### src/rtl/pipe_stage_skid.sv
// Generic inter-stage pipeline register with valid/ready handshake and a 2-entry skid buffer.
// Optional performance counters are enabled by defining PIPE_SKID_PERF_EN.
module pipe_stage_skid #(
  parameter int DATA_W      = 128,
  parameter int PC_W        = 32,
  parameter bit ZERO_BUBBLE = 1'b1
) (
  input  logic              clk,
  input  logic              reset,
  input  logic              in_valid,
  output logic              in_ready,
  input  logic [DATA_W-1:0] in_data,
  input  logic [PC_W-1:0]   in_pc,
  output logic              out_valid,
  input  logic              out_ready,
  output logic [DATA_W-1:0] out_data,
  output logic [PC_W-1:0]   out_pc,
  input  logic              flush,
  input  logic              irq,
  output logic [1:0]        occupancy
`ifdef PIPE_SKID_PERF_EN
  ,
  output logic [31:0]       stall_cnt,
  output logic [31:0]       bubble_cnt
`endif
);

  typedef enum logic [1:0] {
    EMPTY = 2'd0,
    ONE   = 2'd1,
    TWO   = 2'd2
  } state_t;

  state_t            r_state;
  state_t            w_state_nxt;
  logic              r_in_ready;
  logic [DATA_W-1:0] r_main_data;
  logic [DATA_W-1:0] r_skid_data;
  logic [PC_W-1:0]   r_main_pc;
  logic [PC_W-1:0]   r_skid_pc;

  logic              w_accept;
  logic              w_drain;
  logic              w_load_main_in;
  logic              w_load_main_skid;
  logic              w_load_skid;
  logic              w_out_valid;

  assign w_out_valid = (r_state != EMPTY);
  assign w_accept    = in_valid & r_in_ready;
  assign w_drain     = w_out_valid & out_ready;

  always_comb begin
    w_state_nxt      = r_state;
    w_load_main_in   = 1'b0;
    w_load_main_skid = 1'b0;
    w_load_skid      = 1'b0;
    if (irq || flush) begin
      w_state_nxt = EMPTY;
    end else begin
      case (r_state)
        EMPTY: begin
          if (w_accept) begin
            w_state_nxt    = ONE;
            w_load_main_in = 1'b1;
          end
        end
        ONE: begin
          if (w_accept && w_drain) begin
            w_load_main_in = 1'b1;
          end else if (w_accept) begin
            w_state_nxt = TWO;
            w_load_skid = 1'b1;
          end else if (w_drain) begin
            w_state_nxt = EMPTY;
          end
        end
        TWO: begin
          if (w_drain) begin
            w_state_nxt      = ONE;
            w_load_main_skid = 1'b1;
          end
        end
        default: w_state_nxt = EMPTY;
      endcase
    end
  end

  // Control registers; ready is precomputed from the next state so it never depends combinationally on out_ready.
  always_ff @(posedge clk) begin
    if (reset) begin
      r_state    <= EMPTY;
      r_in_ready <= 1'b1;
    end else begin
      r_state    <= w_state_nxt;
      r_in_ready <= (w_state_nxt != TWO);
    end
  end

  always_ff @(posedge clk) begin
    if (reset) begin
      r_main_data <= '0;
    end else if (w_load_main_in) begin
      r_main_data <= in_data;
    end else if (w_load_main_skid) begin
      r_main_data <= r_skid_data;
    end
  end

  // PC survives flush so the exception unit can still read it; only irq and reset clear it.
  always_ff @(posedge clk) begin
    if (reset || irq) begin
      r_main_pc <= '0;
    end else if (w_load_main_in) begin
      r_main_pc <= in_pc;
    end else if (w_load_main_skid) begin
      r_main_pc <= r_skid_pc;
    end
  end

  always_ff @(posedge clk) begin
    if (w_load_skid) begin
      r_skid_data <= in_data;
      r_skid_pc   <= in_pc;
    end
  end

  assign in_ready  = r_in_ready;
  assign out_valid = w_out_valid;
  assign out_data  = (ZERO_BUBBLE && !w_out_valid) ? '0 : r_main_data;
  assign out_pc    = r_main_pc;
  assign occupancy = r_state;

`ifdef PIPE_SKID_PERF_EN
  logic [31:0] r_stall_cnt;
  logic [31:0] r_bubble_cnt;

  always_ff @(posedge clk) begin
    if (reset) begin
      r_stall_cnt  <= '0;
      r_bubble_cnt <= '0;
    end else begin
      if (in_valid && !r_in_ready) r_stall_cnt <= r_stall_cnt + 32'd1;
      if (out_ready && !w_out_valid) r_bubble_cnt <= r_bubble_cnt + 32'd1;
    end
  end

  assign stall_cnt  = r_stall_cnt;
  assign bubble_cnt = r_bubble_cnt;
`endif

endmodule
### config.mk
export PLATFORM = sky130hd
export DESIGN_NAME = pipe_stage_skid
export DESIGN_NICKNAME = d
export VERILOG_FILES = /design/src/rtl/pipe_stage_skid.sv
export SDC_FILE = /design/constraint.sdc
export NUM_CORES = 1
export LEC_CHECK = 0
export CELL_PAD_IN_SITES_DETAIL_PLACEMENT = 1
export CELL_PAD_IN_SITES_GLOBAL_PLACEMENT = 1
export CORE_MARGIN = 4
export CORE_UTILIZATION = 33
export CTS_CLUSTER_SIZE = 40
export DETAILED_ROUTE_END_ITERATION = 7
export GPL_TIMING_DRIVEN = 0
export PLACE_DENSITY_LB_ADDON = 0.1
export SETUP_SLACK_MARGIN = 0.05
export SLEW_MARGIN = 20
export SYNTH_ARGS = -nofsm -noshare
export SYNTH_HDL_FRONTEND = slang
export SYNTH_SLANG_ARGS = --single-unit
### constraint.sdc
create_clock -name clk -period 26.2 [get_ports clk]
set_input_delay 7.86 -clock clk [delete_from_list [all_inputs] [get_ports clk]]
set_output_delay 7.86 -clock clk [all_outputs]
set_load 0.005 [all_outputs]
==> impl_metrics.xml <==
<?xml version="1.0" encoding="UTF-8"?>
<metrics>
  <group name="worst_setup_path">
    <metric name="crit_arrival" unit="ns">3.18</metric>
    <metric name="timing.critical_path.fanout_max" unit="">10</metric>
    <metric name="start_kind" unit="">register</metric>
    <metric name="cp_data_required_time" unit="ns">18.34</metric>
    <metric name="critPathKind" unit="">register to output port</metric>
    <metric name="setup.worst_path.end_class" unit="">output port</metric>
  </group>
  <group name="clock_network">
    <metric name="cts_num_sinks" unit="">323</metric>
    <metric name="cts.repair_timing.setup_buffer_count" unit="">0</metric>
    <metric name="post_cts.resized_instances" unit="">0</metric>
    <metric name="clock_tree_from_tritoncts" unit="">yes</metric>
    <metric name="clock_tree.root_cell" unit="">sky130_fd_sc_hd__clkbuf_16</metric>
    <metric name="cts_made_buffers" unit="">38</metric>
    <metric name="cts-root-to-sink-buffers" unit="">3</metric>
    <metric name="cts_hold_buf" unit="">0</metric>
    <metric name="clk_pin_slew_worst_paths" unit="ns">0.06</metric>
    <metric name="cts_htree_levels" unit="">2</metric>
    <metric name="clk-insertion-delay-late" unit="ns">0.54</metric>
  </group>
  <group name="synthesis">
    <metric name="synth_top_area_cell" unit="">sky130_fd_sc_hd__edfxtp_1</metric>
    <metric name="synth-seq-cells" unit="">323</metric>
    <metric name="synth_area" unit="µm²">12770</metric>
    <metric name="synth-edff-count" unit="">160</metric>
    <metric name="synth.yosys.seq_area_share" unit="">0.6318</metric>
    <metric name="most_area_consuming_cells_after_synthesis" unit="">sky130_fd_sc_hd__edfxtp_1, sky130_fd_sc_hd__dfxtp_1, sky130_fd_sc_hd__nor2_1</metric>
    <metric name="yosysTopAreaCellShare" unit="">0.3762</metric>
    <metric name="synthTopCellsByCount" unit="">sky130_fd_sc_hd__nor2_1, sky130_fd_sc_hd__dfxtp_1, sky130_fd_sc_hd__edfxtp_1</metric>
    <metric name="synth_flop_cell" unit="">sky130_fd_sc_hd__dfxtp_1</metric>
    <metric name="synth_async_sr_flop_share" unit="">0</metric>
    <metric name="synthesized_nets" unit="">1349</metric>
    <metric name="mean_instance_size_in_the_synthesized_netlist" unit="µm²">10.79</metric>
    <metric name="yosysWarningCount" unit="">0</metric>
    <metric name="most_frequent_cell_after_synthesis" unit="">sky130_fd_sc_hd__nor2_1</metric>
    <metric name="post_synth_inst_count" unit="">1183</metric>
    <metric name="synth_cell_type_count" unit="">28</metric>
  </group>
  <group name="detailed_routing">
    <metric name="routed_wirelength" unit="µm">43420</metric>
    <metric name="detail_route.drc_violations" unit="">0</metric>
    <metric name="detail_route.first_pass.iterations" unit="">4</metric>
    <metric name="avgViaCountPerCell" unit="">4.932</metric>
    <metric name="wl_met1" unit="µm">19680</metric>
    <metric name="avgRoutedWirePerCell" unit="µm">20.41</metric>
    <metric name="met2_routed_length" unit="µm">20390</metric>
    <metric name="topmost_layer_with_routed_signal_wires" unit="">met5</metric>
    <metric name="dr.first_iter.drc_count" unit="">459</metric>
    <metric name="met3_wirelength" unit="µm">2506</metric>
    <metric name="via_count" unit="">10490</metric>
    <metric name="drtAntennaViolNets" unit="">0</metric>
  </group>
  <group name="grt">
    <metric name="first_global_vias" unit="">11050</metric>
    <metric name="grt_max_degree" unit="">13</metric>
    <metric name="wire_length_of_the_first_global_routing_pass" unit="µm">65620</metric>
    <metric name="grt_overflow_total" unit="">0</metric>
    <metric name="gr-usage-all-layers" unit="">0.2011</metric>
    <metric name="antenna_violations_before_repair" unit="">5</metric>
  </group>
  <group name="placed_design">
    <metric name="place.gp.congestion" unit="">0.7594</metric>
    <metric name="placement.cell_area" unit="µm²">16900</metric>
    <metric name="port_buffers" unit="">328</metric>
    <metric name="dpl.hpwl" unit="µm">30790</metric>
    <metric name="place_worst_setup_slack" unit="ns">15.17</metric>
  </group>
  <group name="timing">
    <metric name="slew_viol_final" unit="">0</metric>
    <metric name="slew_headroom" unit="">0.3111</metric>
    <metric name="final.setup.worst_slack" unit="ns">15.16</metric>
    <metric name="finalHoldViolCount" unit="">0</metric>
    <metric name="max_slew.worst_pin.slew" unit="ns">1.033</metric>
    <metric name="timing.final.crit_period" unit="ns">11.04</metric>
    <metric name="clock-skew-final" unit="ns">0.007494</metric>
    <metric name="setup_viol" unit="">0</metric>
    <metric name="max_clock_freq" unit="GHz">0.09062</metric>
    <metric name="min_period_over_period" unit="">0.4212</metric>
    <metric name="post_route_worst_hold_slack" unit="ns">0.4776</metric>
    <metric name="rsz_0062_raised_after_global_routing" unit="">false</metric>
  </group>
  <group name="layout">
    <metric name="final_design_area_no_fill" unit="µm²">18130</metric>
    <metric name="n_fill_cell" unit="">4194</metric>
    <metric name="nNetsFinal" unit="">1749</metric>
    <metric name="areaGrowthSynthToFinish" unit="%">42.01</metric>
    <metric name="post_route_cells_drive_above_1_share" unit="">0.1097</metric>
  </group>
  <group name="floorplanning">
    <metric name="num_rows" unit="">71</metric>
    <metric name="core_region_area" unit="µm²">37930</metric>
    <metric name="width_of_the_chip" unit="µm">204.7</metric>
    <metric name="die_y" unit="µm">204.7</metric>
    <metric name="design.die.area" unit="µm²">41910</metric>
    <metric name="floorplan.initialDensity" unit="">0.3366</metric>
    <metric name="num_io_pins" unit="">330</metric>
  </group>
  <group name="run">
    <metric name="max-cap-violations" unit="">0</metric>
  </group>
  <group name="run_status">
    <metric name="outcome" unit="">completed</metric>
  </group>
  <group name="pwr">
    <metric name="power.static_leakage" unit="nW">6.369</metric>
    <metric name="cellPowerDensity" unit="nW/µm²">63.58</metric>
    <metric name="peakVddDrop" unit="mV">0.04118</metric>
  </group>
  <group name="worst_hold_path">
    <metric name="min_delay_path_class" unit="">register to register</metric>
  </group>
</metrics>
routing by layer:
layer  vias to the layer above  track usage
li1                       5020            -
met1                      5157       0.2760
met2                       257       0.3237
met3                        52      0.04448
met4                         4      0.05360
met5                         -            0
flip-flops by register name, indices dropped and copies added, names as in the netlist:
name	count
r_skid_data	128
in_ready	1
r_main_data	128
out_pc	32
occupancy	2
r_skid_pc	32
kinds of logic (layout without fill, tap and decap cells):
family	after synthesis	after routing	synth area share
and+or+nand+nor	715	715	0.3068
AOI/OAI and AO/OA	39	39	0.02606
muxes	1	1	0.0007839
DFF	323	323	0.6318
other	0	3	0
buffers and inverters	105	535	0.03459
report_power, final:
group / total (W) / internal, W / switching [W]
clock: 0.000522 / 0.000313 / 0.000210
sequential: 0.000548 / 0.000542 / 0.00000591
combinational: 0.0000828 / 0.0000442 / 0.0000386
final timing paths:
kind,cells after the start,endpoint,slack (ns),start
worst max register to register,9,r_skid_pc[25],23.16,occupancy[0]
worst min-delay path,2,r_main_data[99],0.48,r_main_data[99]
worst max-delay path,6,out_data[94],15.16,occupancy[1]
worst min register to register,2,r_main_data[99],0.48,r_main_data[99]
area by class of cell:
class | instances | area (µm²) | area share
tap | 511 | 639.4 | 0.03526
clock inverter | 10 | 68.82 | 0.003795
timing repair buffer | 360 | 3486 | 0.1922
clock buffer | 60 | 1157 | 0.06382
antenna | 3 | 7.507 | 0.0004140
multi-input combinational | 755 | 4267 | 0.2353
sequential | 323 | 8068 | 0.4449
buffer | 104 | 437.9 | 0.02415
inverter | 1 | 3.754 | 0.0002070
metrics by stage:
| stage | cells | utilization | power, W | setup TNS (ns) |
|---|---|---|---|---|
| final | 2127 | 0.4781 | 0.001153 | 0 |
| after global routing | 2125 | 0.4780 | 0.001199 | 0 |
| after CTS | 2124 | 0.4779 | 0.001168 | 0 |
| after detailed placement | 2054 | 0.4456 | 0.0006418 | 0 |
| after global placement | 2022 | 0.4401 | 0.0006401 | -1898.10 |
| after floorplan | 1183 | - | 0.0005935 | 0 |
critical path, cell delays in order, from the launching register on:
cell and delay, ns:
sky130_fd_sc_hd__dfxtp_1 0.32, sky130_fd_sc_hd__buf_4 0.18, sky130_fd_sc_hd__or2_2 0.15, sky130_fd_sc_hd__clkbuf_1 0.74, sky130_fd_sc_hd__clkbuf_1 0.43, sky130_fd_sc_hd__and2_1 0.21, sky130_fd_sc_hd__clkdlybuf4s50_1 0.58
cells in the final DEF (no fill, tap or decap), drive strengths merged:
cell type and n:
a2111o 1, a211oi 2, a21oi 2, and2 129, buf 65, bufinv 1
clkbuf 131, clkdlybuf4s50 328, clkinv 9, dfxtp 163, diode 3, edfxtp 160
inv 1, mux2i 1, nand2 5, nand2b 1, nand4b 1, nor2 287
nor2b 1, nor3 159, nor4 127, nor4b 2, o21a 1, o221ai 32
o22a 1, or2 2, or4 1
Note: power is estimated with default switching activity, not from simulation.
